[config.mk]
export PLATFORM = sky130hd
export DESIGN_NAME = gpio_keypad_flat
export DESIGN_NICKNAME = d
export VERILOG_FILES = /design/src/rtl/gpio_keypad_if.sv /design/src/rtl/gpio_keypad.sv /design/src/flat_wrapper.sv
export SDC_FILE = /design/constraint.sdc
export NUM_CORES = 1
export LEC_CHECK = 0
export ABC_AREA = 1
export BUFFER_PORTS_ARGS = -buffer_cell sky130_fd_sc_hd__buf_4
export CAP_MARGIN = 20
export CORE_MARGIN = 4
export CORE_UTILIZATION = 45
export CTS_BUF_LIST = sky130_fd_sc_hd__clkbuf_8 sky130_fd_sc_hd__clkbuf_16
export DETAILED_ROUTE_END_ITERATION = 12
export GPL_TIMING_DRIVEN = 0
export PLACE_DENSITY = 0.66
export SLEW_MARGIN = 20
export SYNTH_ARGS = -nofsm -noshare
export SYNTH_HDL_FRONTEND = slang
export SYNTH_SLANG_ARGS = --single-unit
export TNS_END_PERCENT = 5
[constraint.sdc]
create_clock -name clk_i -period 3.95 [get_ports clk_i]
set_input_delay 0.1975 -clock clk_i [delete_from_list [all_inputs] [get_ports clk_i]]
set_output_delay 0.1975 -clock clk_i [all_outputs]
set_load 0.02 [all_outputs]
[src/rtl/gpio_keypad_if.sv]
// Keypad pins and decoded-key outputs for gpio_keypad; master is the scanner side.
interface gpio_keypad_if;
   logic [3:0]  col;
   logic [3:0]  row;
   logic [3:0]  key_code;
   logic        key_valid;
   logic        key_down;
   logic [15:0] gpio;

   modport master (
      output col,
      input  row,
      output key_code,
      output key_valid,
      output key_down,
      output gpio
   );

   modport slave (
      input  col,
      output row,
      input  key_code,
      input  key_valid,
      input  key_down,
      input  gpio
   );
endinterface

[src/rtl/gpio_keypad.sv]
// 4x4 keypad scanner with frame-level debounce; accepted key appears one cycle after the
// deciding frame's column-3 sample, no backpressure (key_valid is a fire-and-forget pulse).
module gpio_keypad #(
   parameter int SCAN_PERIOD = 65536,
   parameter int DEBOUNCE    = 3
) (
   input  logic            clk_i,
   input  logic            rst_n_i,
   gpio_keypad_if.master   kp
);

   localparam int SW = (SCAN_PERIOD > 1) ? $clog2(SCAN_PERIOD) : 1;
   localparam logic [SW-1:0] SLOT_LAST = SW'(SCAN_PERIOD - 1);
   localparam logic [3:0]    DB        = 4'(DEBOUNCE);

   typedef enum logic [1:0] {
      IDLE     = 2'd0,
      PRESS_DB = 2'd1,
      HELD     = 2'd2,
      REL_DB   = 2'd3
   } state_t;

   logic [SW-1:0] slot;
   logic [1:0]    col_idx;
   logic [3:0]    col_q;
   logic [3:0]    row_meta;
   logic [3:0]    row_sync;
   logic          slot_last;
   logic          frame_evt;

   logic [1:0]    acc_cnt;
   logic [3:0]    acc_code;
   logic [1:0]    samp_r;
   logic [2:0]    n_low;
   logic [3:0]    tot;
   logic [3:0]    frame_code;
   logic          frame_vld;

   state_t        state, state_n;
   logic [3:0]    cnt, cnt_n;
   logic [3:0]    cand, cand_n;
   logic          accept;
   logic          release_evt;
   logic          match;

   logic [3:0]    key_code_q;
   logic          key_valid_q;
   logic          key_down_q;
   logic [15:0]   gpio_q;

   function automatic logic [3:0] key_lut(input logic [1:0] r, input logic [1:0] c);
      logic [3:0] k;
      case ({r, c})
         4'h0: k = 4'h1;  4'h1: k = 4'h2;  4'h2: k = 4'h3;  4'h3: k = 4'hA;
         4'h4: k = 4'h4;  4'h5: k = 4'h5;  4'h6: k = 4'h6;  4'h7: k = 4'hB;
         4'h8: k = 4'h7;  4'h9: k = 4'h8;  4'hA: k = 4'h9;  4'hB: k = 4'hC;
         4'hC: k = 4'h0;  4'hD: k = 4'hF;  4'hE: k = 4'hE;  default: k = 4'hD;
      endcase
      return k;
   endfunction

   assign slot_last = (slot == SLOT_LAST);
   assign frame_evt = slot_last && (col_idx == 2'd3);

   // Column strobe is registered together with the index so the two never disagree.
   always_ff @(posedge clk_i or negedge rst_n_i) begin
      if (!rst_n_i) begin
         slot    <= '0;
         col_idx <= 2'd0;
         col_q   <= 4'b1110;
      end else if (slot_last) begin
         slot    <= '0;
         col_idx <= col_idx + 2'd1;
         col_q   <= ~(4'b0001 << (col_idx + 2'd1));
      end else begin
         slot    <= slot + 1'b1;
      end
   end

   always_ff @(posedge clk_i or negedge rst_n_i) begin
      if (!rst_n_i) begin
         row_meta <= '0;
         row_sync <= '0;
      end else begin
         row_meta <= kp.row;
         row_sync <= row_meta;
      end
   end

   always_comb begin
      samp_r = 2'd0;
      n_low  = 3'd0;
      for (int i = 0; i < 4; i++) begin
         if (!row_sync[i]) begin
            samp_r = 2'(i);
            n_low  = n_low + 3'd1;
         end
      end
   end

   // acc_cnt saturates at 2: anything beyond one pressed position is already "NONE".
   assign tot        = {2'b00, acc_cnt} + {1'b0, n_low};
   assign frame_code = (n_low == 3'd1) ? key_lut(samp_r, col_idx) : acc_code;
   assign frame_vld  = frame_evt && (tot == 4'd1);

   always_ff @(posedge clk_i or negedge rst_n_i) begin
      if (!rst_n_i) begin
         acc_cnt  <= 2'd0;
         acc_code <= 4'h0;
      end else if (slot_last) begin
         if (col_idx == 2'd3) begin
            acc_cnt  <= 2'd0;
            acc_code <= 4'h0;
         end else begin
            acc_cnt  <= (tot >= 4'd2) ? 2'd2 : tot[1:0];
            acc_code <= frame_code;
         end
      end
   end

   always_ff @(posedge clk_i or negedge rst_n_i) begin
      if (!rst_n_i) begin
         state <= IDLE;
         cnt   <= 4'd0;
         cand  <= 4'd0;
      end else begin
         state <= state_n;
         cnt   <= cnt_n;
         cand  <= cand_n;
      end
   end

   assign match = frame_vld && (frame_code == cand);

   always_comb begin
      state_n     = state;
      cnt_n       = cnt;
      cand_n      = cand;
      accept      = 1'b0;
      release_evt = 1'b0;
      if (frame_evt) begin
         case (state)
            IDLE: begin
               if (frame_vld) begin
                  cand_n = frame_code;
                  cnt_n  = 4'd1;
                  if (DB == 4'd1) begin
                     accept  = 1'b1;
                     state_n = HELD;
                  end else begin
                     state_n = PRESS_DB;
                  end
               end
            end
            PRESS_DB: begin
               if (!frame_vld) begin
                  state_n = IDLE;
                  cnt_n   = 4'd0;
               end else if (match) begin
                  cnt_n = cnt + 4'd1;
                  if (cnt + 4'd1 == DB) begin
                     accept  = 1'b1;
                     state_n = HELD;
                  end
               end else begin
                  cand_n = frame_code;
                  cnt_n  = 4'd1;
               end
            end
            HELD: begin
               if (!match) begin
                  if (DB == 4'd1) begin
                     release_evt = 1'b1;
                     state_n     = IDLE;
                     cnt_n       = 4'd0;
                  end else begin
                     state_n = REL_DB;
                     cnt_n   = 4'd1;
                  end
               end
            end
            default: begin
               if (match) begin
                  state_n = HELD;
                  cnt_n   = 4'd0;
               end else if (cnt + 4'd1 == DB) begin
                  release_evt = 1'b1;
                  state_n     = IDLE;
                  cnt_n       = 4'd0;
               end else begin
                  cnt_n = cnt + 4'd1;
               end
            end
         endcase
      end
   end

   always_ff @(posedge clk_i or negedge rst_n_i) begin
      if (!rst_n_i) begin
         key_code_q  <= 4'h0;
         key_valid_q <= 1'b0;
         key_down_q  <= 1'b0;
         gpio_q      <= 16'h0000;
      end else begin
         key_valid_q <= accept;
         if (accept) begin
            key_code_q <= cand_n;
            gpio_q     <= {gpio_q[11:0], cand_n};
            key_down_q <= 1'b1;
         end else if (release_evt) begin
            key_down_q <= 1'b0;
         end
      end
   end

   assign kp.col       = col_q;
   assign kp.key_code  = key_code_q;
   assign kp.key_valid = key_valid_q;
   assign kp.key_down  = key_down_q;
   assign kp.gpio      = gpio_q;

endmodule

[src/flat_wrapper.sv]
// flat-port wrapper written by rule: the top's interface ports become plain ports
module gpio_keypad_flat 
#(
   parameter int SCAN_PERIOD = 65536,
   parameter int DEBOUNCE    = 3
)
  (clk_i, rst_n_i, kp_col, kp_row, kp_key_code, kp_key_valid, kp_key_down, kp_gpio);
  gpio_keypad_if kp_i ();
  input  logic clk_i;
  input  logic rst_n_i;
  output wire logic [$bits(kp_i.col)-1:0] kp_col;
  input wire logic [$bits(kp_i.row)-1:0] kp_row;
  output wire logic [$bits(kp_i.key_code)-1:0] kp_key_code;
  output wire logic [$bits(kp_i.key_valid)-1:0] kp_key_valid;
  output wire logic [$bits(kp_i.key_down)-1:0] kp_key_down;
  output wire logic [$bits(kp_i.gpio)-1:0] kp_gpio;
  assign kp_col = kp_i.col;
  assign kp_i.row = kp_row;
  assign kp_key_code = kp_i.key_code;
  assign kp_key_valid = kp_i.key_valid;
  assign kp_key_down = kp_i.key_down;
  assign kp_gpio = kp_i.gpio;
  gpio_keypad #(.SCAN_PERIOD(SCAN_PERIOD), .DEBOUNCE(DEBOUNCE)) u_core (.clk_i(clk_i), .rst_n_i(rst_n_i), .kp(kp_i));
endmodule
==> results.toml <==
[outcome]
outcome = "completed"

[power]
clkPwrFrac_pct = 41.6
power_switching_share_pct = 25.07
power_density_nw_per_um2 = 321.6
p_int_uw = 1006
pwr-share-comb_pct = 9.2
vdd_drop_max_mv = 0.1703
netSwitchingPower_uw = 336.5
power.share.sequential_pct = 49.2
leakagePower_uw = 0.002219
power_uw = 1342

[clock_network]
cts_buffer_depth = 2
cts-buffers-inserted = 9
htree_levels = 3
cts_tree = "built"
path_clk_slew_ns = 0.07
cts.sinks = 64
cts-root-buf = "clkbuf_8"
clk_latency_ns = 0.34

[synthesis]
synth_top_flop_cell = "dfrtp_1"
syn_avg_cell_area_um2 = 8.277
synth_edf_count = 0
syn-cell-area_um2 = 3551
synth_top_family_by_area = "simple AND/OR/NAND/NOR gates"
muxShareOfSynthArea_pct = 0
yosysSeqAreaShare_pct = 45.21
yosys.area_share.simple_pct = 29.95
yosysWarnings = 0
synth_cell_types = 42
synth_compound_area_share_pct = 8.140
synth_xor_area_share_pct = 1.973
synthAdderAreaFrac_pct = 5.497
synth-async-reset-ratio_pct = 100.0
syn-instance-count = 429
syn_nets = 450
ys_ff_latch = 64

[die]
die_h_um = 96.83
rows = 32
io_pins = 32
die_x_um = 96.83
core-area_um2 = 7687
initial_core_util_pct = 46.19
die_area_um2 = 9376

[detailed_routing]
drt-initial-drc-count = 104
wirelength_um = 6904
routed-via-count = 2828
ant_nets = 0
avgViaCountPerCell = 4.842
drt_first_pass_iters = 5
wl_per_cell_um = 11.82
route.detailed.drc = 0

[place]
gp_congestion = 0.8526
io_buffers = 31
hpwl_um = 4959

[sta]
tightest_slew_ns = 0.8271
fmax_mhz = 289.3
rsz0062_at_grt = "false"
setup_viol = 0
finalCriticalPeriod_ns = 3.457
clock_skew_ns = 0.005154
setup_tns_ns = 0
report.final.slew_viol_count = 0
slew_headroom_pct = 44.44
hold_viol = 0
post-route-period-util_pct = 87.52

[grt]
grt_pass1_vias = 2776
grt-ovfl-total = 0
antenna_found_initial = 0
grt_max_degree = 65
track_usage_pct = 15.53
grt_pass1_wl_um = 12160

[critical_path]
worstSetupEndpointType = "flop"
cp_max_fo = 10
critPathArrivalTime_ns = 3.69
crit_type = "flop to flop"
worstPathRequired_ns = 4.18
reg2reg_slack_ns = 0.49
crit_path_start_kind = "flop"

[final_layout]
nets = 498
drive_gt1_share_pct = 18.88
fill_cells = 720
area_delta_synth_final_pct = 17.55
diodes = 0

[min_path]
holdCritPathClass = "flop to flop"

[flow_run]
drv_cap = 0
placed cells by master (no fill, tap or decap), drive strengths merged, types with 2 or more instances in the layout:
cell type and instances:
dlygate4sd3 5, nand2 128, xor2 5, nor2 36
xnor2 3, clkbuf 12, a21oi 8, nand4 6
o21bai 2, buf 40, nor3 2, dfrtp 61
ha 14, o21a 2, o21ai 29, o22ai 2
nand3b 3, inv 65, dfstp 3, nand3 42
clkinv 3
routing by layer:
metal,vias up,part of all wire [%],track usage (%)
met3,11,3.8,4.110
met1,1315,47,19.62
met2,48,47,25.48
met4,0,1.4,5.832
li1,1454,-,-
met5,-,0,0
stage by stage:
step	hold WS (ns)	setup slack (ns)	std cells	area, um^2	util [%]
floorplan	-0.09809	0.6459	429	3551	-
global placement	0.3074	0.2057	562	3911	50.88
detailed placement	0.3084	0.1303	562	3911	50.88
CTS	0.3505	0.1102	583	4159	54.10
global route	0.3545	0.1030	584	4174	54.30
finish	0.3487	0.4929	584	4174	54.30
Yosys cell counts (3+ instances only):
| library cell | number | share of area [%] |
|---|---|---|
| xnor2_1 | 3 | 0.74 |
| buf_4 | 4 | 0.85 |
| dfrtp_1 | 61 | 43 |
| ha_1 | 14 | 4.9 |
| nor2_2 | 3 | 0.53 |
| o21ai_0 | 22 | 3.1 |
| nor2_1 | 28 | 3.0 |
| nand4_1 | 5 | 0.88 |
| dfstp_2 | 3 | 2.2 |
| nand2_4 | 4 | 1.3 |
| o21ai_2 | 3 | 0.74 |
| buf_6 | 4 | 1.3 |
| inv_1 | 59 | 6.2 |
| o21ai_1 | 4 | 0.56 |
| inv_2 | 3 | 0.32 |
| nor2_4 | 3 | 0.95 |
| xor2_1 | 5 | 1.2 |
| a21oi_1 | 8 | 1.1 |
| nand3_1 | 39 | 5.5 |
| nand2_1 | 118 | 12 |
| nand2_2 | 6 | 1.1 |
power by group through the flow:
| stage | clock network (uW) | logic [uW] | registers, uW |
|---|---|---|---|
| after global routing | 606 | 140 | 661 |
| after global placement | 0 | 113 | 673 |
| after floorplan | 0 | 84.1 | 673 |
| final | 558 | 123 | 661 |
| after detailed placement | 0 | 115 | 673 |
| after CTS | 574 | 120 | 661 |
state kept, by name (all words and copies together) (netlist names):
register,flops
u_core.acc_cnt,2
u_core.acc_code,4
u_core.cand,4
u_core.cnt,4
u_core.col_idx,2
u_core.kp.col,4
u_core.kp.gpio,13
u_core.kp.key_code,3
u_core.kp.key_down,1
u_core.kp.key_valid,1
u_core.row_meta,4
u_core.row_sync,4
u_core.slot,16
u_core.state,2
worst max-delay path: stages, from the launching register on:
cell and delay, ns:
dfrtp_1 0.34, inv_1 0.09, ha_1 0.38, inv_1 0.08, nand2_1 0.07, nand2_1 0.05, ha_1 0.28, nand2_1 0.07
a21boi_4 0.17, inv_1 0.08, fa_1 0.41, nand3_1 0.10, nand3_1 0.14, nor2_4 0.17, nand3_2 0.18, nand3b_4 0.23
inv_2 0.08, nand3_4 0.12, buf_6 0.21, nand2_1 0.05, nand2_1 0.05
path summary, 6_finish.rpt:
check                                   start                  to  cells past startpoint
setup / recovery           u_core.row_sync[1]  u_core.kp.gpio[10]                     20
hold / removal             u_core.row_meta[0]  u_core.row_sync[0]                      0
setup reg to reg           u_core.row_sync[1]  u_core.kp.gpio[10]                     20
hold reg to reg            u_core.row_meta[0]  u_core.row_sync[0]                      0
max in group asynchronous             rst_n_i       u_core.cnt[0]                      2
min in group asynchronous             rst_n_i      u_core.slot[1]                      2
what timing repair did:
action                                  CTS  global route
hold buffers                              5             0
endpoints found under the setup margin    0            23
endpoints found under the hold margin    65             0
setup buffers                             0             1
gates resized for setup                   0             2
layout make-up:
| type | count | area [um^2] | share of cell area, % |
|---|---|---|---|
| Timing Repair Buffer | 37 | 290.3 | 6.954 |
| Clock inverter | 6 | 60.06 | 1.439 |
| Multi-Input combinational cell | 291 | 1625 | 38.94 |
| Inverter | 64 | 245.2 | 5.875 |
| Clock buffer | 10 | 137.6 | 3.297 |
| Sequential cell | 64 | 1605 | 38.46 |
| Buffer | 10 | 82.58 | 1.978 |
| Tap cell | 102 | 127.6 | 3.058 |
cell families after synthesis:
family / after synthesis
simple gates: 220
flops: 64
compound gates: 48
fa+ha+maj: 15
buf+inv: 74
xor+xnor: 8
(Power assumes the default switching activity.)
